===== src/rtl/pipeline_hazard_ctrl_pkg.sv =====
// Shared definitions for the pipeline hazard controller: FSM encoding and default widths.
package pipeline_hazard_ctrl_pkg;

    localparam int unsigned REG_FILE_ADDR_LEN = 4;
    localparam int unsigned PERF_CNT_LEN      = 16;

    typedef enum logic [0:0] {
        StRun     = 1'b0,
        StMemWait = 1'b1
    } ctrl_state_e;

endpackage


===== src/rtl/sat_counter.sv =====
// Event counter that clears on synchronous reset and sticks at all-ones instead of wrapping.
module sat_counter #(
    parameter int unsigned WIDTH = 16
) (
    input  logic             clk_i,
    input  logic             rst_i,
    input  logic             inc_i,
    output logic [WIDTH-1:0] count_o
);

    logic [WIDTH-1:0] count_q;
    logic [WIDTH-1:0] count_d;

    always_comb begin
        count_d = count_q;
        if (inc_i && (count_q != {WIDTH{1'b1}})) begin
            count_d = count_q + WIDTH'(1);
        end
    end

    always_ff @(posedge clk_i) begin
        if (rst_i) begin
            count_q <= '0;
        end else begin
            count_q <= count_d;
        end
    end

    assign count_o = count_q;

endmodule


===== src/rtl/pipeline_hazard_ctrl.sv =====
// Freeze/flush sequencing for the 5-stage pipeline: memory waits, taken branches and RAW
// hazards, plus saturating stall/bubble/flush event counters.
module pipeline_hazard_ctrl
    import pipeline_hazard_ctrl_pkg::*;
#(
    parameter int unsigned REG_ADDR_W = REG_FILE_ADDR_LEN,
    parameter int unsigned CNT_W      = PERF_CNT_LEN
) (
    input  logic                  clk_i,
    input  logic                  rst_i,
    input  logic                  forward_en_i,
    input  logic [REG_ADDR_W-1:0] id_src1_i,
    input  logic [REG_ADDR_W-1:0] id_src2_i,
    input  logic                  id_two_src_i,
    input  logic                  id_uses_src1_i,
    input  logic [REG_ADDR_W-1:0] exe_dest_i,
    input  logic                  exe_wb_en_i,
    input  logic                  exe_mem_read_i,
    input  logic [REG_ADDR_W-1:0] mem_dest_i,
    input  logic                  mem_wb_en_i,
    input  logic                  branch_taken_i,
    input  logic                  mem_rd_en_i,
    input  logic                  mem_wr_en_i,
    input  logic                  mem_ready_i,
    output logic                  freeze_if_o,
    output logic                  freeze_id_o,
    output logic                  stall_all_o,
    output logic                  flush_if_o,
    output logic                  bubble_id_o,
    output logic [CNT_W-1:0]      stall_cnt_o,
    output logic [CNT_W-1:0]      bubble_cnt_o,
    output logic [CNT_W-1:0]      flush_cnt_o
);

    ctrl_state_e state_q;

    logic mem_access;
    logic src1_exe, src1_mem, src2_exe, src2_mem;
    logic src1_hit, src2_hit;
    logic raw_hazard;
    logic inc_bubble;

    assign mem_access = mem_rd_en_i | mem_wr_en_i;

    assign src1_exe = exe_wb_en_i && (id_src1_i == exe_dest_i);
    assign src1_mem = mem_wb_en_i && (id_src1_i == mem_dest_i);
    assign src2_exe = exe_wb_en_i && (id_src2_i == exe_dest_i);
    assign src2_mem = mem_wb_en_i && (id_src2_i == mem_dest_i);

    // With forwarding only a load in EXE cannot be bypassed in time.
    assign src1_hit = forward_en_i ? (src1_exe && exe_mem_read_i) : (src1_exe || src1_mem);
    assign src2_hit = forward_en_i ? (src2_exe && exe_mem_read_i) : (src2_exe || src2_mem);

    assign raw_hazard = (id_uses_src1_i && src1_hit) || (id_two_src_i && src2_hit);

    always_ff @(posedge clk_i) begin
        if (rst_i) begin
            state_q <= StRun;
        end else begin
            case (state_q)
                StRun:     if (mem_access && !mem_ready_i) state_q <= StMemWait;
                StMemWait: if (mem_ready_i) state_q <= StRun;
                default:   state_q <= StRun;
            endcase
        end
    end

    always_comb begin
        stall_all_o = 1'b0;
        freeze_if_o = 1'b0;
        freeze_id_o = 1'b0;
        flush_if_o  = 1'b0;
        bubble_id_o = 1'b0;
        inc_bubble  = 1'b0;
        if (!rst_i) begin
            if (state_q == StMemWait) begin
                stall_all_o = !mem_ready_i;
            end else begin
                stall_all_o = mem_access && !mem_ready_i;
            end

            if (stall_all_o) begin
                freeze_if_o = 1'b1;
                freeze_id_o = 1'b1;
            end else if (branch_taken_i) begin
                // Branch wins over a hazard: the ID instruction is wrong-path anyway.
                flush_if_o  = 1'b1;
                bubble_id_o = 1'b1;
            end else if (raw_hazard) begin
                freeze_if_o = 1'b1;
                bubble_id_o = 1'b1;
                inc_bubble  = 1'b1;
            end
        end
    end

    sat_counter #(
        .WIDTH(CNT_W)
    ) u_stall_cnt (
        .clk_i   (clk_i),
        .rst_i   (rst_i),
        .inc_i   (stall_all_o),
        .count_o (stall_cnt_o)
    );

    sat_counter #(
        .WIDTH(CNT_W)
    ) u_bubble_cnt (
        .clk_i   (clk_i),
        .rst_i   (rst_i),
        .inc_i   (inc_bubble),
        .count_o (bubble_cnt_o)
    );

    sat_counter #(
        .WIDTH(CNT_W)
    ) u_flush_cnt (
        .clk_i   (clk_i),
        .rst_i   (rst_i),
        .inc_i   (flush_if_o),
        .count_o (flush_cnt_o)
    );

endmodule


===== config.mk =====
export PLATFORM = sky130hd
export DESIGN_NAME = pipeline_hazard_ctrl
export DESIGN_NICKNAME = d
export VERILOG_FILES = /design/src/rtl/pipeline_hazard_ctrl_pkg.sv /design/src/rtl/sat_counter.sv /design/src/rtl/pipeline_hazard_ctrl.sv
export SDC_FILE = /design/constraint.sdc
export NUM_CORES = 1
export LEC_CHECK = 0
export CAP_MARGIN = 20
export CORE_MARGIN = 2
export CORE_UTILIZATION = 52
export DETAILED_ROUTE_END_ITERATION = 10
export GPL_ROUTABILITY_DRIVEN = 1
export HOLD_SLACK_MARGIN = 0.02
export PLACE_DENSITY = 0.86
export SYNTH_ARGS = -nofsm -noshare
export SYNTH_HDL_FRONTEND = slang
export SYNTH_HIERARCHICAL = 1
export SYNTH_SLANG_ARGS = --single-unit

===== constraint.sdc =====
create_clock -name clk_i -period 3 [get_ports clk_i]
set_input_delay 0.3 -clock clk_i [delete_from_list [all_inputs] [get_ports clk_i]]
set_output_delay 0.3 -clock clk_i [all_outputs]
set_load 0.01 [all_outputs]

# [Word level (Yosys, flattened, before mapping)]
# Cells that the tools add are included.
[word_totals] ff_bits=49 output_inout_bits=53 word_cells=54 in_bits=28
[classes] n_reduce_logical=16 add_sub_neg=3 n_mux=22 n_eq_ne=7 bitwise_logic=2
[ops] operator="$add 16x1->16 const B" count=3
[ops] operator="$ne 16x16->1 const B" count=3
[ops] operator="$mux 1" count=21
[ops] operator="$eq 4x4->1" count=4
[ops] operator="$logic_and 1x1->1" count=12
[ops] operator="$logic_or 1x1->1" count=3
[ops] operator="$pmux 1 s2" count=1
[ops] operator="$logic_not 1->1" count=1
[ops] operator="$not 1->1" count=1
[ops] operator="$or 1x1->1" count=1

# [Logic depth before layout (Yosys ltp)]
[depth] ltp_word=11 depth_mapped=10 mapped_depth_nobuf=10

# [Hierarchy]
# The synthesis kept the hierarchy.
[modules_own_cells] mod="sat_counter" seq_area_each_um2=320.3 instances=3 cells_per_inst=99 area_per_inst_um2=848.3
[modules_own_cells] mod="pipeline_hazard_ctrl" seq_area_each_um2=20.0 instances=1 cells_per_inst=40 area_per_inst_um2=296.5

# [Worst setup path before layout]
# OpenSTA, ideal clock, no wires.
[synth_timing] path_type="input to register" start="input port id_src1_i[3]" end="register u_bubble_cnt.count_q[7], in the netlist u_bubble_cnt/count_o[7]" cell_stages=9 setup_time_ns=0.070 slack_ns=0.951 arrival_time_ns=1.979 cell_sequence="xor2_1 nor4_1 a31oi_1 nand3_2 and3b_1 nand2_1 clkbuf_1 or4_1 a21oi_1"
[synth_via] elab_chain_cells=11 elab_cells_between_ends=14 classes_between="2 x eq/ne; 5 x mux; 7 x reduce/logical"
[synth_rtl] element="start, declared" line_no="pipeline_hazard_ctrl.sv:12" source="input logic [REG_ADDR_W-1:0] id_src1_i,"
[synth_rtl] element="$eq 4x4->1, on equally long branches" line_no="pipeline_hazard_ctrl.sv:45, pipeline_hazard_ctrl.sv:46"
[synth_rtl] element="$logic_and 1x1->1, on equally long branches" line_no="pipeline_hazard_ctrl.sv:45, pipeline_hazard_ctrl.sv:46"
[synth_rtl] element="$logic_or 1x1->1 / $logic_and 1x1->1 (equally long branches)" line_no="pipeline_hazard_ctrl.sv:51" source="assign src1_hit = forward_en_i ? (src1_exe && exe_mem_read_i) : (src1_exe || src1_mem);"
[synth_rtl] element="$mux 1 *" line_no="pipeline_hazard_ctrl.sv:51"
[synth_rtl] element="$logic_and 1x1->1 *" line_no="pipeline_hazard_ctrl.sv:54" source="assign raw_hazard = (id_uses_src1_i && src1_hit) || (id_two_src_i && src2_hit);"
[synth_rtl] element="$logic_or 1x1->1 *" line_no="pipeline_hazard_ctrl.sv:54"
[synth_rtl] element="$mux 1 *" line_no="pipeline_hazard_ctrl.sv:89" source="end else if (raw_hazard) begin"
[synth_rtl] element="$mux 1 *" line_no="pipeline_hazard_ctrl.sv:85" source="end else if (branch_taken_i) begin"
[synth_rtl] element="$mux 1 *" line_no="pipeline_hazard_ctrl.sv:82" source="if (stall_all_o) begin"
[synth_rtl] element="$mux 1 *" line_no="pipeline_hazard_ctrl.sv:75" source="if (!rst_i) begin"
[synth_rtl] element="via inc_bubble" line_no="pipeline_hazard_ctrl.sv:41" source="logic inc_bubble;"
[synth_rtl] element="$logic_and 1x1->1 *" line_no="sat_counter.sv:16" source="if (inc_i && (count_q != {WIDTH{1'b1}})) begin"
[synth_rtl] element="end signal, assigned" line_no="sat_counter.sv:25" source="count_q <= count_d;"
[synth_rtl] element="end, declared" line_no="sat_counter.sv:11" source="logic [WIDTH-1:0] count_q;"
# Mark *: on every way through the listed nets, which the timed path passes. The rest lies on a longest branch.
# A chain may end at the register's enable or synchronous reset.

# [Final worst setup path]
[layout_timing] start="input port exe_dest_i[1]" end="register u_bubble_cnt.count_q[11], in the netlist u_bubble_cnt/count_o[11]"
[layout_via] elab_chain_cells=11 elab_cells_between_ends=18 classes_between="2 x eq/ne; 6 x mux; 10 x reduce/logical"
[layout_rtl] element="start, declared" line_no="pipeline_hazard_ctrl.sv:16" source="input logic [REG_ADDR_W-1:0] exe_dest_i,"
[layout_rtl] element="$eq 4x4->1, on equally long branches" line_no="pipeline_hazard_ctrl.sv:45, pipeline_hazard_ctrl.sv:47"
[layout_rtl] element="$logic_and 1x1->1, on equally long branches" line_no="pipeline_hazard_ctrl.sv:45, pipeline_hazard_ctrl.sv:47"
[layout_rtl] element="$logic_or 1x1->1 (tied with other cells)" line_no="pipeline_hazard_ctrl.sv:51"
[layout_rtl] element="$mux 1, on equally long branches" line_no="pipeline_hazard_ctrl.sv:51, pipeline_hazard_ctrl.sv:52"
[layout_rtl] element="$logic_and 1x1->1" line_no="pipeline_hazard_ctrl.sv:54"
[layout_rtl] element="$logic_or 1x1->1 *" line_no="pipeline_hazard_ctrl.sv:54"
[layout_rtl] element="$mux 1 *" line_no="pipeline_hazard_ctrl.sv:89"
[layout_rtl] element="$mux 1 *" line_no="pipeline_hazard_ctrl.sv:85"
[layout_rtl] element="$mux 1 *" line_no="pipeline_hazard_ctrl.sv:82"
[layout_rtl] element="$mux 1 *" line_no="pipeline_hazard_ctrl.sv:75"
[layout_rtl] element="via inc_bubble" line_no="pipeline_hazard_ctrl.sv:41"
[layout_rtl] element="$logic_and 1x1->1 *" line_no="sat_counter.sv:16"
# Marks and branches as above.

==> impl_metrics.toml <==
[die]
dieArea_mm2 = 0.00607
io_pins = 81
row_count = 26
fp.coreArea_mm2 = 0.00520
start_util_pct = 54.6
fp.dieW_um = 77.9
die_y_um = 77.9

[finish]
layout-drive-gt1-share_pct = 6.24
syn_to_final_growth_pct = 34.5
diodes = 0
layout.nets = 447
layout_commonest_cell = "clkdlybuf4s50_1"
final_area_mm2 = 0.00382
fillers = 417
layout_common_cells = "clkdlybuf4s50_1 (79), dfxtp_1 (49), a21oi_1 (30), nor2_1 (21), or4_1 (21)"
fin_util_pct = 73.4

[critical_path]
worstPathMaxFanout = 11
max_stage_delay_ps = 460
critPathLaunchType = "primary input"
endpoint = "u_bubble_cnt/count_o[11]"
crit_cells = 9
crit_chain = "clkdlybuf4s50_1 > xor2_1 > nor4_1 > nand3_1 > nand3_2 > and3b_1 > nand2_1 > nor4bb_1 > mux2_2"
critPathLaunch = "exe_dest_i[1]"
crit_required_ps = 3190
critPathArrivalTime_ps = 2780
cp_slowest_cell = "clkdlybuf4s50_1"
cp_top_family = "simple AND/OR/NAND/NOR gates"
r2r_start = "state_q"
timing.reg2reg.setup_slack_ps = 680
endpoint_kind = "flip-flop"
crit_type = "in -> reg"
reg2reg_depth = 7
r2r-end = "u_bubble_cnt/count_o[11]"
crit_buf_inv = 1

[synthesis]
async_flop_share_pct = 0
ys_warn_count = 6
synth_seq_cells = 49
synth_edf_count = 0
synth_top_area_share_pct = 34.5
syn_area_mm2 = 0.00284
yosys.area.top_type = "dfxtp_1"
synthFlopType = "dfxtp_1"
yosysUniqueCellTypes = 39
synth_nets = 368
ys_seq_area_share_pct = 34.5
syn_area_per_cell_um2 = 8.43
syn_inst = 337
synthTopCellsByArea = "dfxtp_1 (35%), or4_1 (5.5%), a21oi_1 (5.3%), o31ai_1 (4.8%), xor2_1 (3.7%)"

[grt]
grt_max_degree = 54
antenna_found_initial = 0
grt_pass1_vias = 2737
globalRouteTotalUtil_pct = 24.4
gr-total-overflow = 0
grt_first_pass_wirelength_um = 12300

[cts]
htreeDepth = 2
cts_resized = 0
root_buffer = "clkbuf_8"
ctsHoldBuffers = 0
cts_buffer_depth = 2
clkLatencyLatePin_ps = 300
clk_pin_slew_ps = 80
post_cts_buffers = 0
cts_tree = "done"
cts.sinks = 49
cts-buffers-inserted = 5

[drt]
initialDrtViolationCount = 222
drcViolationCount = 0
via_count = 2972
via_per_inst = 6.10
dr.pass1.iters = 5
wire_per_inst_um = 15.2
ant_nets = 0
totalWireLength_um = 7400

[sta]
fin_skew_ps = 8.38
post-route-period-util_pct = 86.3
setup_viol = 0
hold_violations = 0
setup_tns_ps = 0
fmax_ghz = 0.386
drv_slew = 0
max_slew_margin_pct = 47.0
rsz0062_at_grt = "false"
tightest_slew_ps = 789
period_needed_ps = 2590

[power]
ir_worst_vdd_mv = 0.246
p_per_area_mw_per_mm2 = 328
p_leak_nw = 1.25

[placement]
hpwl_um = 5350
numPortBuffers = 80
place.gp.congestion = 0.880
post_dp_cell_area_mm2 = 0.00371

[min_path]
hold_path.class = "in -> reg"

[job]
maxCapViolations = 0

[run_status]
status = "completed"
[sequential cells by signal, indices dropped and copies added (netlist names)]
name	count
u_bubble_cnt/count_o	16
u_flush_cnt/count_o	16
u_stall_cnt/count_o	16
state_q	1
[worst min-delay path by stage]
| stage | end | cells past startpoint | slack [ps] | start |
|---|---|---|---|---|
| floorplan | state_q | 1 | 380 | mem_ready_i |
| finish | u_stall_cnt/count_o[1] | 5 | 510 | rst_i |
| detailed placement | u_stall_cnt/count_o[9] | 2 | 510 | u_stall_cnt/count_o[9] |
| global placement | u_bubble_cnt/count_o[9] | 2 | 510 | u_bubble_cnt/count_o[9] |
| global route | u_stall_cnt/count_o[1] | 5 | 540 | rst_i |
| CTS | u_stall_cnt/count_o[1] | 5 | 500 | rst_i |
[metrics by stage]
| step | power (mW) | setup WS [ps] | cells | hold slack (ps) |
|---|---|---|---|---|
| after floorplan | 0.716 | 951 | 337 | 377 |
| after global placement | 0.781 | 275 | 479 | 505 |
| after detailed placement | 0.783 | 111 | 479 | 514 |
| after CTS | 1.26 | 424 | 487 | 503 |
| after global routing | 1.30 | 237 | 487 | 539 |
| final | 1.25 | 412 | 487 | 510 |
[worst reg2reg max path, cell delays in order, from the launching register on]
cell and delay, ps:
dfxtp_1 310, nor3_1 260, nor2_1 80, nor2_1 230, and3b_1 330, nand2_1 280
nor4bb_1 360, mux2_2 360
[layer usage]
layer	vias to the layer above	track usage (%)	wire (um)
met5	-	0	0
li1	1450	-	-
met4	0	6.32	86
met1	1395	29.0	3030
met3	13	6.51	511
met2	114	43.5	3780
[cells by family after synthesis]
| logic type | after synthesis | share of synthesized area, % |
|---|---|---|
| muxes | 6 | 2.25 |
| adders and majority gates | 3 | 1.32 |
| DFF | 49 | 34.5 |
| xor gates and xnor gates | 22 | 6.78 |
| and+or+nand+nor | 161 | 36.1 |
| AOI/OAI and AO/OA | 73 | 15.7 |
| buffers and inverters | 23 | 3.30 |
[cell type report]
cell class                 count  area, um^2  area share [%]
clock buffer                   7        86.3            2.26
tap                           70        87.6            2.29
multi-input combinational    265        1770            46.2
clock inverter                 1        30.0           0.786
sequential                    49         981            25.7
timing repair buffer          85         833            21.8
inverter                      10        37.5           0.982
[cell usage after synthesis (4+ instances only)]
master    count
o21a_1        4
inv_1        10
nand3_1      20
clkbuf_1      6
or3_1         9
xnor2_1      10
nor2_1       21
dfxtp_1      49
o31ai_1      18
nor4_1        9
o21ai_0      13
nand4_1      10
nor2b_1       6
nor3_1       16
nand2_1      18
and4_1        9
xor2_1       12
or4_1        21
a21oi_1      30
[where the power goes]
| group | internal, mW | switching [mW] | total, mW |
|---|---|---|---|
| combinational | 0.0611 | 0.0508 | 0.112 |
| sequential | 0.653 | 0.00343 | 0.656 |
| clock | 0.272 | 0.213 | 0.485 |
Note: power is estimated with default switching activity, not from simulation.
